[src/rtl/bus_arbiter_if.sv]
// Bundle of the shared bit-serial bus: per-master request/serial lines, the single
// slave port, and the arbiter status outputs.
interface bus_arbiter_if #(
  parameter int M = 2
);
  logic [M-1:0] req;
  logic [M-1:0] m_validIn;
  logic [M-1:0] m_wren;
  logic [M-1:0] m_Address;
  logic [M-1:0] m_DataIn;
  logic [M-1:0] m_BurstEn;
  logic [M-1:0] m_ready;
  logic [M-1:0] m_validOut;
  logic [M-1:0] m_DataOut;
  logic         s_validIn;
  logic         s_wren;
  logic         s_Address;
  logic         s_DataIn;
  logic         s_BurstEn;
  logic         s_ready;
  logic         s_validOut;
  logic         s_DataOut;
  logic [M-1:0] grant;
  logic         busy;
  logic         timeout_err;

  // Arbiter view: takes master requests and slave responses, drives the rest.
  modport slave (
    input  req, m_validIn, m_wren, m_Address, m_DataIn, m_BurstEn,
    input  s_ready, s_validOut, s_DataOut,
    output m_ready, m_validOut, m_DataOut,
    output s_validIn, s_wren, s_Address, s_DataIn, s_BurstEn,
    output grant, busy, timeout_err
  );

  modport master (
    output req, m_validIn, m_wren, m_Address, m_DataIn, m_BurstEn,
    output s_ready, s_validOut, s_DataOut,
    input  m_ready, m_validOut, m_DataOut,
    input  s_validIn, s_wren, s_Address, s_DataIn, s_BurstEn,
    input  grant, busy, timeout_err
  );
endinterface

[src/rtl/bus_arbiter.sv]
// Round-robin arbiter sharing one bit-serial slave port between M masters, with a
// watchdog that reclaims a grant held for TIMEOUT cycles.
module bus_arbiter #(
  parameter int M       = 2,
  parameter int TIMEOUT = 4096
) (
  input  logic          clk,
  input  logic          reset,
  bus_arbiter_if.slave  bus
);
  localparam int PW = (M > 1) ? $clog2(M) : 1;
  localparam int CW = $clog2(TIMEOUT) + 1;

  typedef enum logic [1:0] {IDLE, OWN, RELEASE} state_t;

  state_t        state;
  logic [M-1:0]  grant_q;
  logic          busy_q;
  logic          terr_q;
  logic [PW-1:0] ptr;
  logic [CW-1:0] cnt;

  logic [M-1:0]  pick;
  logic [PW-1:0] pick_idx;
  logic          pick_any;
  logic [PW-1:0] sel;
  logic          req_g;
  logic [M-1:0]  gmask;

  // First asserted request scanning upward from ptr+1 with wrap.
  always_comb begin
    pick     = '0;
    pick_idx = '0;
    pick_any = 1'b0;
    sel      = '0;
    for (int unsigned i = 1; i <= unsigned'(M); i++) begin
      sel = PW'((32'(ptr) + i) % unsigned'(M));
      if (!pick_any && bus.req[sel]) begin
        pick_any  = 1'b1;
        pick[sel] = 1'b1;
        pick_idx  = sel;
      end
    end
  end

  assign req_g = |(bus.req & grant_q);

  always_ff @(posedge clk) begin
    if (reset) begin
      state   <= IDLE;
      grant_q <= '0;
      busy_q  <= 1'b0;
      terr_q  <= 1'b0;
      ptr     <= PW'(M - 1);
      cnt     <= '0;
    end else begin
      terr_q <= 1'b0;
      case (state)
        IDLE: begin
          if (pick_any) begin
            grant_q <= pick;
            busy_q  <= 1'b1;
            ptr     <= pick_idx;
            cnt     <= '0;
            state   <= OWN;
          end
        end
        OWN: begin
          if (!req_g) begin
            grant_q <= '0;
            busy_q  <= 1'b0;
            state   <= RELEASE;
          end else if (cnt == CW'(TIMEOUT - 1)) begin
            grant_q <= '0;
            busy_q  <= 1'b0;
            terr_q  <= 1'b1;
            state   <= RELEASE;
          end else if (cnt != '1) begin
            cnt <= cnt + 1'b1;
          end
        end
        RELEASE: state <= IDLE;
        default: state <= IDLE;
      endcase
    end
  end

  // Data path is purely combinational off the registered grant; forced quiet in reset.
  always_comb begin
    gmask          = reset ? '0 : grant_q;
    bus.s_validIn  = |(bus.m_validIn & gmask);
    bus.s_wren     = |(bus.m_wren    & gmask);
    bus.s_Address  = |(bus.m_Address & gmask);
    bus.s_DataIn   = |(bus.m_DataIn  & gmask);
    bus.s_BurstEn  = |(bus.m_BurstEn & gmask);
    bus.m_ready    = gmask & {M{bus.s_ready}};
    bus.m_validOut = gmask & {M{bus.s_validOut}};
    bus.m_DataOut  = gmask & {M{bus.s_DataOut}};
  end

  assign bus.grant       = grant_q;
  assign bus.busy        = busy_q;
  assign bus.timeout_err = terr_q;
endmodule

[src/flat_wrapper.sv]
// flat-port wrapper written by rule: the top's interface ports become plain ports
module bus_arbiter_flat 
#(
  parameter int M       = 2,
  parameter int TIMEOUT = 4096
)
  (clk, reset, bus_req, bus_m_validIn, bus_m_wren, bus_m_Address, bus_m_DataIn, bus_m_BurstEn, bus_s_ready, bus_s_validOut, bus_s_DataOut, bus_m_ready, bus_m_validOut, bus_m_DataOut, bus_s_validIn, bus_s_wren, bus_s_Address, bus_s_DataIn, bus_s_BurstEn, bus_grant, bus_busy, bus_timeout_err);
  bus_arbiter_if #(.M(M)) bus_i ();
  input  logic clk;
  input  logic reset;
  input wire logic [$bits(bus_i.req)-1:0] bus_req;
  input wire logic [$bits(bus_i.m_validIn)-1:0] bus_m_validIn;
  input wire logic [$bits(bus_i.m_wren)-1:0] bus_m_wren;
  input wire logic [$bits(bus_i.m_Address)-1:0] bus_m_Address;
  input wire logic [$bits(bus_i.m_DataIn)-1:0] bus_m_DataIn;
  input wire logic [$bits(bus_i.m_BurstEn)-1:0] bus_m_BurstEn;
  input wire logic [$bits(bus_i.s_ready)-1:0] bus_s_ready;
  input wire logic [$bits(bus_i.s_validOut)-1:0] bus_s_validOut;
  input wire logic [$bits(bus_i.s_DataOut)-1:0] bus_s_DataOut;
  output wire logic [$bits(bus_i.m_ready)-1:0] bus_m_ready;
  output wire logic [$bits(bus_i.m_validOut)-1:0] bus_m_validOut;
  output wire logic [$bits(bus_i.m_DataOut)-1:0] bus_m_DataOut;
  output wire logic [$bits(bus_i.s_validIn)-1:0] bus_s_validIn;
  output wire logic [$bits(bus_i.s_wren)-1:0] bus_s_wren;
  output wire logic [$bits(bus_i.s_Address)-1:0] bus_s_Address;
  output wire logic [$bits(bus_i.s_DataIn)-1:0] bus_s_DataIn;
  output wire logic [$bits(bus_i.s_BurstEn)-1:0] bus_s_BurstEn;
  output wire logic [$bits(bus_i.grant)-1:0] bus_grant;
  output wire logic [$bits(bus_i.busy)-1:0] bus_busy;
  output wire logic [$bits(bus_i.timeout_err)-1:0] bus_timeout_err;
  assign bus_i.req = bus_req;
  assign bus_i.m_validIn = bus_m_validIn;
  assign bus_i.m_wren = bus_m_wren;
  assign bus_i.m_Address = bus_m_Address;
  assign bus_i.m_DataIn = bus_m_DataIn;
  assign bus_i.m_BurstEn = bus_m_BurstEn;
  assign bus_i.s_ready = bus_s_ready;
  assign bus_i.s_validOut = bus_s_validOut;
  assign bus_i.s_DataOut = bus_s_DataOut;
  assign bus_m_ready = bus_i.m_ready;
  assign bus_m_validOut = bus_i.m_validOut;
  assign bus_m_DataOut = bus_i.m_DataOut;
  assign bus_s_validIn = bus_i.s_validIn;
  assign bus_s_wren = bus_i.s_wren;
  assign bus_s_Address = bus_i.s_Address;
  assign bus_s_DataIn = bus_i.s_DataIn;
  assign bus_s_BurstEn = bus_i.s_BurstEn;
  assign bus_grant = bus_i.grant;
  assign bus_busy = bus_i.busy;
  assign bus_timeout_err = bus_i.timeout_err;
  bus_arbiter #(.M(M), .TIMEOUT(TIMEOUT)) u_core (.clk(clk), .reset(reset), .bus(bus_i));
endmodule
[config.mk]
export PLATFORM = sky130hd
export DESIGN_NAME = bus_arbiter_flat
export DESIGN_NICKNAME = d
export VERILOG_FILES = /design/src/rtl/bus_arbiter_if.sv /design/src/rtl/bus_arbiter.sv /design/src/flat_wrapper.sv
export SDC_FILE = /design/constraint.sdc
export NUM_CORES = 1
export LEC_CHECK = 0
export ABC_CLOCK_PERIOD_IN_PS = 3200
export BUFFER_PORTS_ARGS = -buffer_cell sky130_fd_sc_hd__buf_2
export CORE_MARGIN = 1
export CORE_UTILIZATION = 55
export CTS_BUF_LIST = sky130_fd_sc_hd__clkbuf_4 sky130_fd_sc_hd__clkbuf_8 sky130_fd_sc_hd__clkbuf_16
export CTS_CLUSTER_DIAMETER = 40
export DETAILED_ROUTE_END_ITERATION = 7
export PLACE_DENSITY = 0.9
export RECOVER_POWER = 25
export SLEW_MARGIN = 40
export SYNTH_ARGS = -nofsm -noshare
export SYNTH_HDL_FRONTEND = slang
export SYNTH_SLANG_ARGS = --single-unit
[constraint.sdc]
create_clock -name clk -period 3.2 [get_ports clk]
set_input_delay 0.16 -clock clk [delete_from_list [all_inputs] [get_ports clk]]
set_output_delay 0.16 -clock clk [all_outputs]
set_load 0.02 [all_outputs]
Yosys cells after proc, flatten, opt, wreduce, memory -nomap -nowiden

Cells that the tools add are included.

Register bits after elaboration: 20
Bits in latches: 0
Bits in writable memories: 0
ROM bits: 0
Bits of input ports: 17
Output and inout bits: 15
Logic and storage cells: 83
Memories kept: 0

Add/subtract/negate cells: 3
$mul: 0
Divide/modulo/power cells: 0
$lt $le $gt $ge: 4
Equality and inequality tests: 8
Shift-type cells: 0
Mux-type cells: 33
Bitwise operators: 12
Reductions and logical operators: 17

Operator list:

| operator                                                  | number |
|---|---|
| two-way mux 13 bit                                        | 4 |
| one-hot mux 13 bit (2 select lines)                       | 1 |
| bitwise AND 2 bit                                         | 9 |
| two-way mux 2 bit                                         | 9 |
| two-way mux 1 bit                                         | 14 |
| adder 13 x 1 -> 13 bit (second input constant)            | 1 |
| equality test 13 x 12 -> 1 bit (second input constant)    | 1 |
| != test 13 bit (second input constant)                    | 1 |
| OR reduction 2 bit                                        | 6 |
| one-hot mux 2 bit (2 select lines)                        | 2 |
| != test 2 x 1 -> 1 bit (second input constant)            | 3 |
| AND reduction 5 bit                                       | 1 |
| < comparator 1 x 2 -> 1 bit (second input constant)       | 2 |
| AND reduction 2 bit                                       | 2 |
| logical AND 1 bit                                         | 3 |
| != test 3 bit (second input constant)                     | 1 |
| AND reduction 3 bit                                       | 1 |
| OR reduction 3 bit                                        | 1 |
| adder 1 bit (second input constant)                       | 2 |
| demux 1 bit (select 1 bit)                                | 2 |
| equality test 2 x 1 -> 1 bit (second input constant)      | 1 |
| greater-or-equal comparator 1 bit (second input constant) | 2 |
| zero test 2 bit                                           | 1 |
| != test 2 bit (second input constant)                     | 1 |
| 5 further kinds                                           | 6 |

Logic depth before layout (Yosys ltp)

Depth after elaboration: 10
Depth in mapped cells: 7
Mapped depth without buffers: 6

Worst setup path before layout

Ideal clock, no wire load.

Path type: reg2reg
Start point: reg u_core.grant_q[1] (netlist: u_core.bus.grant[1])
End point: reg u_core.cnt[11]
Setup time: 0.070 ns
Arrival time: 1.684 ns
Data required time: 3.130 ns
Setup slack: 1.446 ns
Stages on the path, launching flop included: 7
Path buffers: 1
Clock period less this slack: 1.754 ns
Path through: dfxtp_1 > buf_4 > nand2b_1 > a22oi_1 > a311o_1 > or4_1 > a21boi_1

Word-level cells in the longest chain between the ends: 4

RTL lines:

| item                                    | line              | RTL |
|---|---|---|
| from (decl)                             | bus_arbiter.sv:17 | `logic [M-1:0] grant_q;` |
| from (signal assigned)                  | bus_arbiter.sv:61 | `grant_q <= pick;` |
| bitwise AND 2 bit                       | bus_arbiter.sv:46 | `assign req_g = \|(bus.req & grant_q);` |
| OR reduction 2 bit                      | bus_arbiter.sv:46 |  |
| != test 2 x 1 -> 1 bit (no source line) | -                 |  |
| AND reduction 5 bit (no source line)    | -                 |  |
| to (signal assigned)                    | bus_arbiter.sv:79 | `cnt <= cnt + 1'b1;` |
| to (decl)                               | bus_arbiter.sv:21 | `logic [CW-1:0] cnt;` |

Every way passes these cells.
A chain may end at the register's enable or synchronous reset.

Final worst setup path

Start point: reg u_core.cnt[0]
End point: reg u_core.cnt[11]

Word-level cells in the longest chain between the ends: 5
Elaborated cells between the ends (all ways): 10
Those cells by class: add/sub (1); eq/ne (4); mux (4); reduce/logical (1)

RTL lines:

| item                                | line              | RTL |
|---|---|---|
| adder 13 x 1 -> 13 bit              | bus_arbiter.sv:79 |  |
| two-way mux 13 bit                  | bus_arbiter.sv:78 | `end else if (cnt != '1) begin` |
| two-way mux 13 bit                  | bus_arbiter.sv:73 | `end else if (cnt == CW'(TIMEOUT - 1)) begin` |
| two-way mux 13 bit                  | bus_arbiter.sv:69 | `if (!req_g) begin` |
| one-hot mux 13 bit (2 select lines) | bus_arbiter.sv:58 | `case (state)` |

Several ways; a longest one is shown, not always the timed one. The select of a mux whose other input is x is not followed.

==> flow_summary.json <==
{
  "outcome": "finished clean",
  "dpl.hpwl_um": 1950,
  "worst_pin_slew_ps": 554,
  "wire_per_inst_um": 13.8,
  "peakVddDrop_uv": 371,
  "grt_first_pass_wirelength_um": 4080,
  "cts_max_level": 1,
  "io_pins": 32,
  "grt_max_degree": 28,
  "wl_um": 2820,
  "start_util_pct": 58.4,
  "die_w_um": 47.7,
  "antenna_left": 0,
  "area_delta_synth_final_pct": 16.9,
  "slew_headroom_pct": 63.0,
  "fmax_mhz": 479,
  "clk_latency_ps": 310,
  "vias": 1226,
  "cp_slowest_stage_delay_ps": 510,
  "min_period_ps": 2090,
  "core.rowCount": 16,
  "mappedNetlistNets": 168,
  "yosysMostFrequentCell": "dfxtp_1",
  "antenna_found_initial": 0,
  "hold_viol": 0,
  "grtUsageTotal_pct": 25.7,
  "rsz0062_at_grt": "no",
  "synth.distinct_cells": 35,
  "synth_commonest_cells": "20 x dfxtp_1, 16 x nor2_1, 12 x a21oi_1, 12 x nand2_1, 10 x and2_1",
  "gp_congestion": 0.934,
  "total_power_w": 0.000604,
  "fin_skew_ps": 1.20,
  "worst-path-buf-inv": 0,
  "grt_overflow": 0,
  "power.leakage_nw": 0.514,
  "holdBufCountCts": 0,
  "synth_edf_count": 0,
  "portBuffers": 31,
  "cts.sinks": 20,
  "synth_cells": 150,
  "worstPathCellList": "ha_1 -> nand3_1 -> nor2_2 -> a311o_1 -> or4_1 -> a21boi_1",
  "die-area_mm2": 0.00227,
  "max-cap-violations": 0,
  "yosysSeqAreaShare_pct": 34.9,
  "layout.nets": 196,
  "yosys.area.top_type_share_pct": 34.9,
  "cts_tree": "yes",
  "multi_input_area_um2": 687,
  "ys_seq_elements": 20,
  "via_per_inst": 6.01,
  "synth_area_per_cell_um2": 7.64,
  "die_height_um": 47.7,
  "grt_pass1_vias": 982,
  "critPathRequiredTime_ps": 3450,
  "drive_above_1_share_pct": 16.9,
  "drc": 0,
  "pre_cts_ws_ps": 1170,
  "drt_iter0_drc": 72,
  "clockBufferDepth": 2,
  "final.setup.tns_ps": 0,
  "worstSetupEndpointType": "flop",
  "antenna-diode-count": 0,
  "core_mm2": 0.00196,
  "ff_latch_area_um2": 400,
  "cellPowerDensity_mw_per_mm2": 451,
  "clkTransAtPathRegs_ps": 110,
  "ys_warn_count": 0,
  "path_delay_family": "simple AND/OR/NAND/NOR gates",
  "post_cts_buffers": 0,
  "drt-pass1-iter-count": 5,
  "worst_slack_ps": 1110,
  "fin_crit_sh_pct": 65.2,
  "critPathArrivalTime_ps": 2340,
  "synth_async_sr_flop_share_pct": 0,
  "fill_cells": 182,
  "yosys_most_used_dff": "dfxtp_1",
  "setup_viol": 0,
  "syn_area_mm2": 0.00115,
  "cts_resized": 0,
  "cts_root_buf": "clkbuf_4",
  "startpoint_type": "flop",
  "cts_made_buffers": 3,
  "cp_max_fo": 11,
  "critPathSlowestCell": "or4_1",
  "drv_slew": 0,
  "ys_top_cells_by_area": "dfxtp_1 35%, and2_1 5.5%, a21oi_1 5.2%",
  "path_class": "flop to flop",
  "hp-class": "primary input to flop",
  "synth_top_area_cell": "dfxtp_1"
}
## per-layer routing
metal  share of wire (%)  track usage (%)
met1                  45             36.5
met4                 1.6             14.4
met2                  47             35.3
met3                 6.6             6.04
met5                   0                0
## kinds of logic after synthesis
logic type,after synthesis,share of synthesized area (%)
adders and majority gates,1,1.09
DFF,20,34.9
AOI/OAI and AO/OA,43,24.9
and+or+nand+nor,72,33.2
xor gates and xnor gates,1,0.764
buffers and inverters,13,5.13
## through the flow
stage / instances / hold slack [ps] / instance area [µm²] / utilization (%)
2_1_floorplan: 150 / 330 / 1150 / -
3_3_place_gp: 200 / 455 / 1290 / 66.0
3_5_place_dp: 200 / 454 / 1290 / 66.0
4_1_cts: 204 / 188 / 1350 / 68.7
5_1_grt: 204 / 237 / 1340 / 68.3
6_report: 204 / 185 / 1340 / 68.3
## layout by cell type (no fill, tap or decap), types with 4 or more instances in the layout
cell type,count
and2_1,9
a21oi_1,12
nor2_1,16
o21ai_0,9
dfxtp_1,20
and3_1,4
a22oi_1,6
nand3_1,4
nand2_1,12
or4_1,5
nand2b_1,7
nor2b_1,4
inv_1,5
nand4_1,4
clkbuf_1,6
buf_2,25
## path summary, 6_finish.rpt
kind | cells after the start | slack, ps | startpoint | end
hold reg to reg | 2 | 490 | u_core.cnt[1] | u_core.cnt[1]
hold / removal | 3 | 190 | bus_req[1] | u_core.ptr
setup reg to reg | 6 | 1110 | u_core.cnt[0] | u_core.cnt[11]
setup / recovery | 6 | 1110 | u_core.cnt[0] | u_core.cnt[11]
## area by class of cell
class | count | area share (%)
repair buffers | 31 | 11.0
inverters | 5 | 1.40
multi-input cells | 117 | 51.3
clock buffers | 3 | 1.68
well taps | 27 | 2.52
flip-flops and latches | 20 | 29.9
clock inverters | 1 | 2.24
## flip-flops by register name (all words and copies together) (netlist names)
register,count
u_core.ptr,1
u_core.bus.timeout_err,1
u_core.cnt,13
u_core.state,2
u_core.bus.grant,2
u_core.bus.busy,1
## worst reg2reg max path, cell delays in order, from the launching register on
cell and delay [ps]:
dfxtp_1 350, ha_1 250, nand3_1 190, nor2_2 100
a311o_1 470, or4_1 520, a21boi_1 150
## report_power, final
group	leakage, nW	total (W)	internal (W)	switching, W
Combinational	0.324	0.000117	0.0000463	0.0000707
Clock	0.0279	0.000209	0.000127	0.0000819
Sequential	0.163	0.000278	0.000260	0.0000185
Total	0.514	0.000604	0.000433	0.000171
Power figures use the tool's default switching activity.
